[config.mk]
export PLATFORM = sky130hd
export DESIGN_NAME = mem_wb_stage
export DESIGN_NICKNAME = d
export VERILOG_FILES = /design/src/rtl/proc_pkg.sv /design/src/rtl/mem_wait_timer.sv /design/src/rtl/mem_wb_stage.sv
export SDC_FILE = /design/constraint.sdc
export NUM_CORES = 1
export LEC_CHECK = 0
export ABC_CLOCK_PERIOD_IN_PS = 6600
export CORE_MARGIN = 1.5
export CORE_UTILIZATION = 43
export DETAILED_ROUTE_END_ITERATION = 8
export GPL_TIMING_DRIVEN = 0
export PLACE_DENSITY = 0.85
export SLEW_MARGIN = 20
export SYNTH_ARGS = -nofsm -noshare
export SYNTH_HDL_FRONTEND = slang
export SYNTH_SLANG_ARGS = --single-unit
[constraint.sdc]
create_clock -name clk -period 6.6 [get_ports clk]
set_input_delay 1.65 -clock clk [delete_from_list [all_inputs] [get_ports clk]]
set_output_delay 1.65 -clock clk [all_outputs]
set_load 0.1 [all_outputs]
[src/rtl/proc_pkg.sv]
// Shared processor definitions: stage state encoding, datapath defaults and
// the LW/SW opcodes that decode also uses.
package proc_pkg;

  localparam int DATA_W_DEF = 32;
  localparam int ADDR_W_DEF = 6;

  localparam logic [5:0] OP_LW = 6'b100011;
  localparam logic [5:0] OP_SW = 6'b101011;

  typedef enum logic [1:0] {
    ST_IDLE = 2'd0,
    ST_MEM  = 2'd1,
    ST_WB   = 2'd2
  } state_e;

  // True for the opcodes that touch data memory.
  function automatic logic is_mem_op(input logic [5:0] op);
    return (op == OP_LW) || (op == OP_SW);
  endfunction

  // Word accesses need the two byte-offset bits clear.
  function automatic logic word_aligned(input logic [1:0] byte_off);
    return byte_off == 2'b00;
  endfunction

endpackage

[src/rtl/mem_wait_timer.sv]
// Counts cycles spent waiting for a data-memory acknowledge. The count is 1
// in the first waiting cycle; expire is raised in the cycle whose count equals
// TIMEOUT while enabled, so a request can be held for exactly TIMEOUT cycles.
module mem_wait_timer #(
  parameter int TIMEOUT = 15
) (
  input  logic clk,
  input  logic rst,
  input  logic clear,
  input  logic enable,
  output logic expire
);

  localparam int CW = $clog2(TIMEOUT + 1);
  localparam logic [CW-1:0] LIMIT = CW'(TIMEOUT);
  localparam logic [CW-1:0] FIRST = CW'(1);

  logic [CW-1:0] count;

  // Clear preloads 1 so the first enabled cycle already reads as cycle 1;
  // the count saturates at LIMIT.
  always_ff @(posedge clk or posedge rst) begin
    if (rst) begin
      count <= FIRST;
    end else if (clear) begin
      count <= FIRST;
    end else if (enable && (count != LIMIT)) begin
      count <= count + FIRST;
    end
  end

  // Expiry is only meaningful while the caller is actually waiting.
  always_comb begin
    expire = enable && (count == LIMIT);
  end

endmodule

[src/rtl/mem_wb_stage.sv]
// Memory / write-back stage. Takes one executed instruction from execute,
// performs an optional word LW/SW over a req/ack handshake, then issues one
// register-file write. Only one instruction is ever in flight.
//
// Handshake: an instruction moves from execute into this stage on a cycle
// where ex_valid and ex_ready are both high; ex_ready is high exactly when
// the stage is IDLE. Toward memory, dm_req and its dm_we/dm_addr/dm_wdata
// stay stable until the first cycle with dm_ack high, which completes the
// request (dm_rdata is sampled in that same cycle); dm_req drops on the next
// cycle. dm_ack is ignored whenever no request is outstanding.
module mem_wb_stage
  import proc_pkg::*;
#(
  parameter int DATA_W  = DATA_W_DEF,
  parameter int ADDR_W  = ADDR_W_DEF,
  parameter int TIMEOUT = 15
) (
  input  logic              clk,
  input  logic              rst,
  input  logic              ex_valid,
  output logic              ex_ready,
  input  logic [DATA_W-1:0] ex_alu_result,
  input  logic [DATA_W-1:0] ex_store_data,
  input  logic [4:0]        ex_rw,
  input  logic              ex_reg_wr,
  input  logic              ex_mem_wr,
  input  logic              ex_memto_reg,
  output logic              dm_req,
  output logic              dm_we,
  output logic [ADDR_W-1:0] dm_addr,
  output logic [DATA_W-1:0] dm_wdata,
  input  logic              dm_ack,
  input  logic [DATA_W-1:0] dm_rdata,
  output logic              wb_en,
  output logic [4:0]        wb_addr,
  output logic [DATA_W-1:0] wb_data,
  output logic              err_misalign,
  output logic              err_timeout,
  output state_e            dbg_state
);

  state_e     state;
  logic [4:0] lat_rw;
  logic       lat_reg_wr;
  logic       lat_load;
  logic       wait_expire;

  mem_wait_timer #(
    .TIMEOUT (TIMEOUT)
  ) u_timer (
    .clk    (clk),
    .rst    (rst),
    .clear  (state != ST_MEM),
    .enable (state == ST_MEM),
    .expire (wait_expire)
  );

  // Execute may hand over a new instruction only while nothing is in flight.
  always_comb begin
    ex_ready  = (state == ST_IDLE);
    dbg_state = state;
  end

  // Stage FSM; every memory and write-back output is registered here.
  always_ff @(posedge clk or posedge rst) begin
    if (rst) begin
      state        <= ST_IDLE;
      dm_req       <= 1'b0;
      dm_we        <= 1'b0;
      dm_addr      <= '0;
      dm_wdata     <= '0;
      wb_en        <= 1'b0;
      wb_addr      <= '0;
      wb_data      <= '0;
      err_misalign <= 1'b0;
      err_timeout  <= 1'b0;
      lat_rw       <= '0;
      lat_reg_wr   <= 1'b0;
      lat_load     <= 1'b0;
    end else begin
      // The write strobe is a single-cycle pulse unless re-armed below.
      wb_en <= 1'b0;
      case (state)
        ST_IDLE: begin
          if (ex_valid) begin
            lat_rw     <= ex_rw;
            lat_reg_wr <= ex_reg_wr;
            // A store-flagged instruction is a store even if memto_reg is set.
            lat_load   <= ex_memto_reg & ~ex_mem_wr;
            if (ex_mem_wr || ex_memto_reg) begin
              if (!word_aligned(ex_alu_result[1:0])) begin
                // Misaligned access is dropped entirely: no request, no write.
                err_misalign <= 1'b1;
              end else begin
                state    <= ST_MEM;
                dm_req   <= 1'b1;
                dm_we    <= ex_mem_wr;
                dm_addr  <= ex_alu_result[ADDR_W+1:2];
                dm_wdata <= ex_store_data;
              end
            end else begin
              state   <= ST_WB;
              wb_en   <= ex_reg_wr & (ex_rw != 5'd0);
              wb_addr <= ex_rw;
              wb_data <= ex_alu_result;
            end
          end
        end
        ST_MEM: begin
          // An acknowledge in the expiry cycle still completes the access.
          if (dm_ack) begin
            dm_req <= 1'b0;
            if (lat_load) begin
              state   <= ST_WB;
              wb_en   <= lat_reg_wr & (lat_rw != 5'd0);
              wb_addr <= lat_rw;
              wb_data <= dm_rdata;
            end else begin
              state <= ST_IDLE;
            end
          end else if (wait_expire) begin
            dm_req      <= 1'b0;
            err_timeout <= 1'b1;
            state       <= ST_IDLE;
          end
        end
        ST_WB: begin
          state <= ST_IDLE;
        end
        default: begin
          state  <= ST_IDLE;
          dm_req <= 1'b0;
        end
      endcase
    end
  end

endmodule

# --- Word-level counts from Yosys, hierarchy flattened ---
# Index checks and enable logic that the tools add are counted.
classes:
  n_reduce_logical: 16
  bitwise_logic: 7
  eq_ne: 13
  n_mux: 30
  add_sub_neg: 1
ops:
  columns: ["operator", "count"]
  rows:
  - ["$mux W32", 4]
  - ["$pmux W32 S2", 1]
  - ["$mux W5", 4]
  - ["$mux W2", 6]
  - ["$pmux W5 S2", 1]
  - ["$reduce_and A5 Y1", 2]
  - ["$reduce_bool A5 Y1", 2]
  - ["$mux W1", 9]
  - ["$mux W4", 2]
  - ["$ne A2 B2 Y1 const B", 4]
  - ["$reduce_and A4 Y1", 2]
  - ["$ne A2 B1 Y1 const B", 3]
  - ["$reduce_and A3 Y1", 2]
  - ["$add A4 B1 Y4 const B", 1]
  - ["$eq A4 B4 Y1 const B", 1]
  - ["$logic_not A2 Y1", 2]
  - ["$ne A4 B4 Y1 const B", 1]
  - ["$not A1 Y1", 4]
  - ["$pmux W2 S2", 1]
  - ["$reduce_bool A2 Y1", 2]
  - ["$and A1 B1 Y1", 3]
  - ["$ne A3 B2 Y1 const B", 1]
  - ["$ne A3 B3 Y1 const B", 1]
  - ["$pmux W1 S3", 1]
  - ["6 further kinds", 7]
totals:
  wordCells: 81
  out_inout_bits: 83
  ff_bits: 93

# --- Logic depth before layout (Yosys ltp) ---
logic_depth:
  word_depth: 5
  ltp_mapped: 6

# --- Modules after synthesis ---
# A second synthesis with hierarchy kept.
hier_totals:
  cells_unflattened: 290
  area_unflattened_um2: 3888.7
by_module_without_submodules:
  columns: ["module", "cells_per_inst", "area_each_um2", "seq_area_each_um2", "instances"]
  rows:
  - ["mem_wb_stage", 267, 3667.3, 2227.1, 1]
  - ["mem_wait_timer", 23, 221.5, 101.3, 1]

# --- Least setup slack after synthesis ---
# Ideal clock, no wire load.
synth_path:
  path_type: "reg2out"
  from: "reg state[0], in the netlist dbg_state[0]"
  to: "out ex_ready"
  path_slack_ps: 2756
  required_ps: 4950
  arrival_time_ps: 2194
  stages_incl_launch_ff: 2
  path_cell_list: "dfrtp_1 -> nor2_1"
synth_via:
  elab_chain_len: 1
synth_rtl:
  columns: ["element", "line", "text"]
  rows:
  - ["start: declaration", "mem_wb_stage.sv:42", "state_e state;"]
  - ["start signal: assignment", "mem_wb_stage.sv:67", "state <= ST_IDLE;"]
  - ["start signal: assignment", "mem_wb_stage.sv:95", "state <= ST_MEM;"]
  - ["start signal: assignment", "mem_wb_stage.sv:102", "state <= ST_WB;"]
  - ["$logic_not A2 Y1", "mem_wb_stage.sv:60", "ex_ready = (state == ST_IDLE);"]
  - ["end: declaration", "mem_wb_stage.sv:21", "output logic ex_ready,"]
# Every way passes these cells.

# --- Worst setup path in the final report ---
# Same ends and word-level chain as after synthesis.

==> metrics.cfg <==
[cts]
worstSkewPairLatency_ns = 0.36
tritoncts = done
postCtsSetupRepairBufs = 0
clockRootBuffer = clkbuf_8
cts.repair.resized = 0
clk_pin_slew_ns = 0.09
cts-htree-levels = 3
ctsHoldBuffers = 0
clk_path_buf_depth = 2
numClockSinks = 93
cts_buffers = 9

[place]
detailedPlacementHpwl_um = 7670
post-place-cells = 585
place_area_mm2 = 0.00592
place.port_buffers = 190
routabilityCongestion = 0.769
dp_worst_setup_slack_ns = 2.96

[min_path]
hold_wc_path_type = reg -> reg
hp-start = err_timeout

[timing]
max_clock_freq_mhz = 268
finalClockSkew_ns = 0.0116
worst_hold_slack_ns = 0.470
post-route-period-util_pct = 56.6
max_slew_margin_pct = 32.6
tightestPinTransition_ns = 1.01
fin_setup_tns_ns = 0
setup_viol = 0
slew_viol_final = 0
worst_setup_slack_final_ns = 2.87
time_the_final_worst_path_needs_with_i_o_delays_and_setup_ns = 3.73
finalHoldViolations = 0
rsz0062_at_grt = false

[drt]
avgRoutedWirePerCell_um = 16.9
dr.pass1.iters = 4
finalWirelength_um = 10200
1st_iter_drt_viols = 91
drcViolationCount = 0
routed_via_density = 5.15
vias = 3098
drt.antenna.violating_nets = 0

[critical_path]
worstPathMaxFanout = 7
timing.critical_path.from = dbg_state[0]
worst_ep_required_time_ns = 4.95
worst_r2r_startpoint = dbg_state[0]
critPathArrivalTime_ns = 2.08
cpMaxStageDelayCell = clkdlybuf4s50_1
critical_path.endpoint_type = output port
crit_path_cell_trace = nor2_1 -> clkdlybuf4s50_1
timing.critical_path.from_type = flop
critical_path_class = reg -> out
slowest_delay_ns = 1.13

[logic_synthesis]
yosys_warnings = 0
ys_ff_latch = 93
synth_top_cell_area_share_pct = 59.8
synth.cell_area_mm2 = 0.00385
count_of_flip_flops_with_a_built_in_enable_after_synthesis = 0
netlist.top_cell.by_area = dfrtp_1
ys_seq_area_share_pct = 60.5
avgSynthCellArea_um2 = 13.5
yosys-top-cells-area = dfrtp_1, mux2_2, o221a_2
synth.net_count = 395
post_synth_num_cell_types = 29
synthCells = 286
primary_ff_master_synth = dfrtp_1
synth-async-reset-ratio_pct = 100

[grt]
grt.total_usage_pct = 21.7
grt_pass1_vias = 3257
grt_pass1_wl_um = 16400
grt_antenna_before_repair = 0
maximum_number_of_pins_on_one_net_before_global_route_repair = 56
grt_overflow_total = 0

[die]
die_area_mm2 = 0.00953
pin_count = 191
core_area_mm2 = 0.00868
die_h_um = 97.6
core.rowCount = 34
die_w_um = 97.6
initial_utilization_pct = 44.4

[finish]
share_of_layout_cells_above_drive_strength_1_pct = 28.4
layout_common_cells = clkdlybuf4s50_1, dfrtp_1, mux2_2
final_core_util_pct = 70.4
nets = 597
diodes = 0
mostFrequentLayoutCell = clkdlybuf4s50_1
final_cell_area_mm2 = 0.00611
flow.area_growth_from_synthesis_pct = 58.5
final_non_filler_cells = 601

[run_status]
status = finished, final reports clean

[power_and_ir_drop]
total_power_mw = 2.68
power-per-cell-area_mw_per_mm2 = 439
irDropWorstVdd_mv = 0.234
power.static_leakage_nw = 2.49

[job]
maxCapViolations = 0

-- area by class of cell --
class                      count  area [µm²]
buffer                        18        97.6
clock buffer                  12         155
timing repair buffer         191        1930
clock inverter                 4        32.5
multi-input combinational    170        1410
fill                         634        2570
sequential                    93        2330
inverter                       5        21.3
tap                          108         135
-- cells in the mapped netlist, types with 2 or more instances --
library cell	n
dfrtp_1	92
mux2_2	38
o221a_2	37
or2_2	37
nand2_1	20
clkbuf_1	9
nor2_1	9
buf_2	6
inv_1	5
nand3_1	5
buf_6	3
nand2b_1	3
o31ai_1	3
nand3b_1	2
o21ai_0	2
or4_1	2
-- critical path, delay by kind of cell (launching register included) --
kind | cells | cell delay (ns)
buffers and inverters | 1 | 1.13
DFF | 1 | 0.47
and+or+nand+nor | 1 | 0.12
-- layer usage --
layer	global-route usage, %	share of wire [%]
met3	4.32	5.4
met1	28.3	43
met2	36.2	50
met5	0	0
met4	7.69	2.1
-- sequential cells by signal, summed over array words and instances, names as in the netlist --
name           cells
dm_wdata          32
wb_data           32
lat_rw             5
dm_we              1
lat_reg_wr         1
u_timer.count      4
lat_load           1
err_timeout        1
wb_addr            5
wb_en              1
dbg_state          2
err_misalign       1
dm_req             1
dm_addr            6
-- path summary, 6_finish.rpt --
| path | end | slack, ns | depth (start not counted) |
|---|---|---|---|
| hold / removal | err_timeout | 0.47 | 2 |
| min in group asynchronous | dm_wdata[7] | 1.67 | 2 |
| max in group asynchronous | dm_wdata[18] | 4.29 | 3 |
| setup / recovery | ex_ready | 2.87 | 2 |
| hold reg to reg | err_timeout | 0.47 | 2 |
| setup reg to reg | wb_data[22] | 4.59 | 5 |
-- where the power goes --
group / internal (mW) / switching, mW / leakage [nW]
combinational: 0.392 / 1.14 / 1.32
clock: 0.159 / 0.201 / 0.0888
sequential: 0.709 / 0.0781 / 1.08
-- logic make-up after synthesis --
kind of cell / after synthesis / share of synthesized area, %
adders and majority gates: 1 / 0.325
xor gates and xnor gates: 1 / 0.227
AOI/OAI and AO/OA: 47 / 13.1
muxes: 39 / 11.4
and+or+nand+nor: 82 / 11.5
DFF: 93 / 60.5
buffers and inverters: 23 / 3.02
No activity file was read; power rests on OpenSTA's default activity.
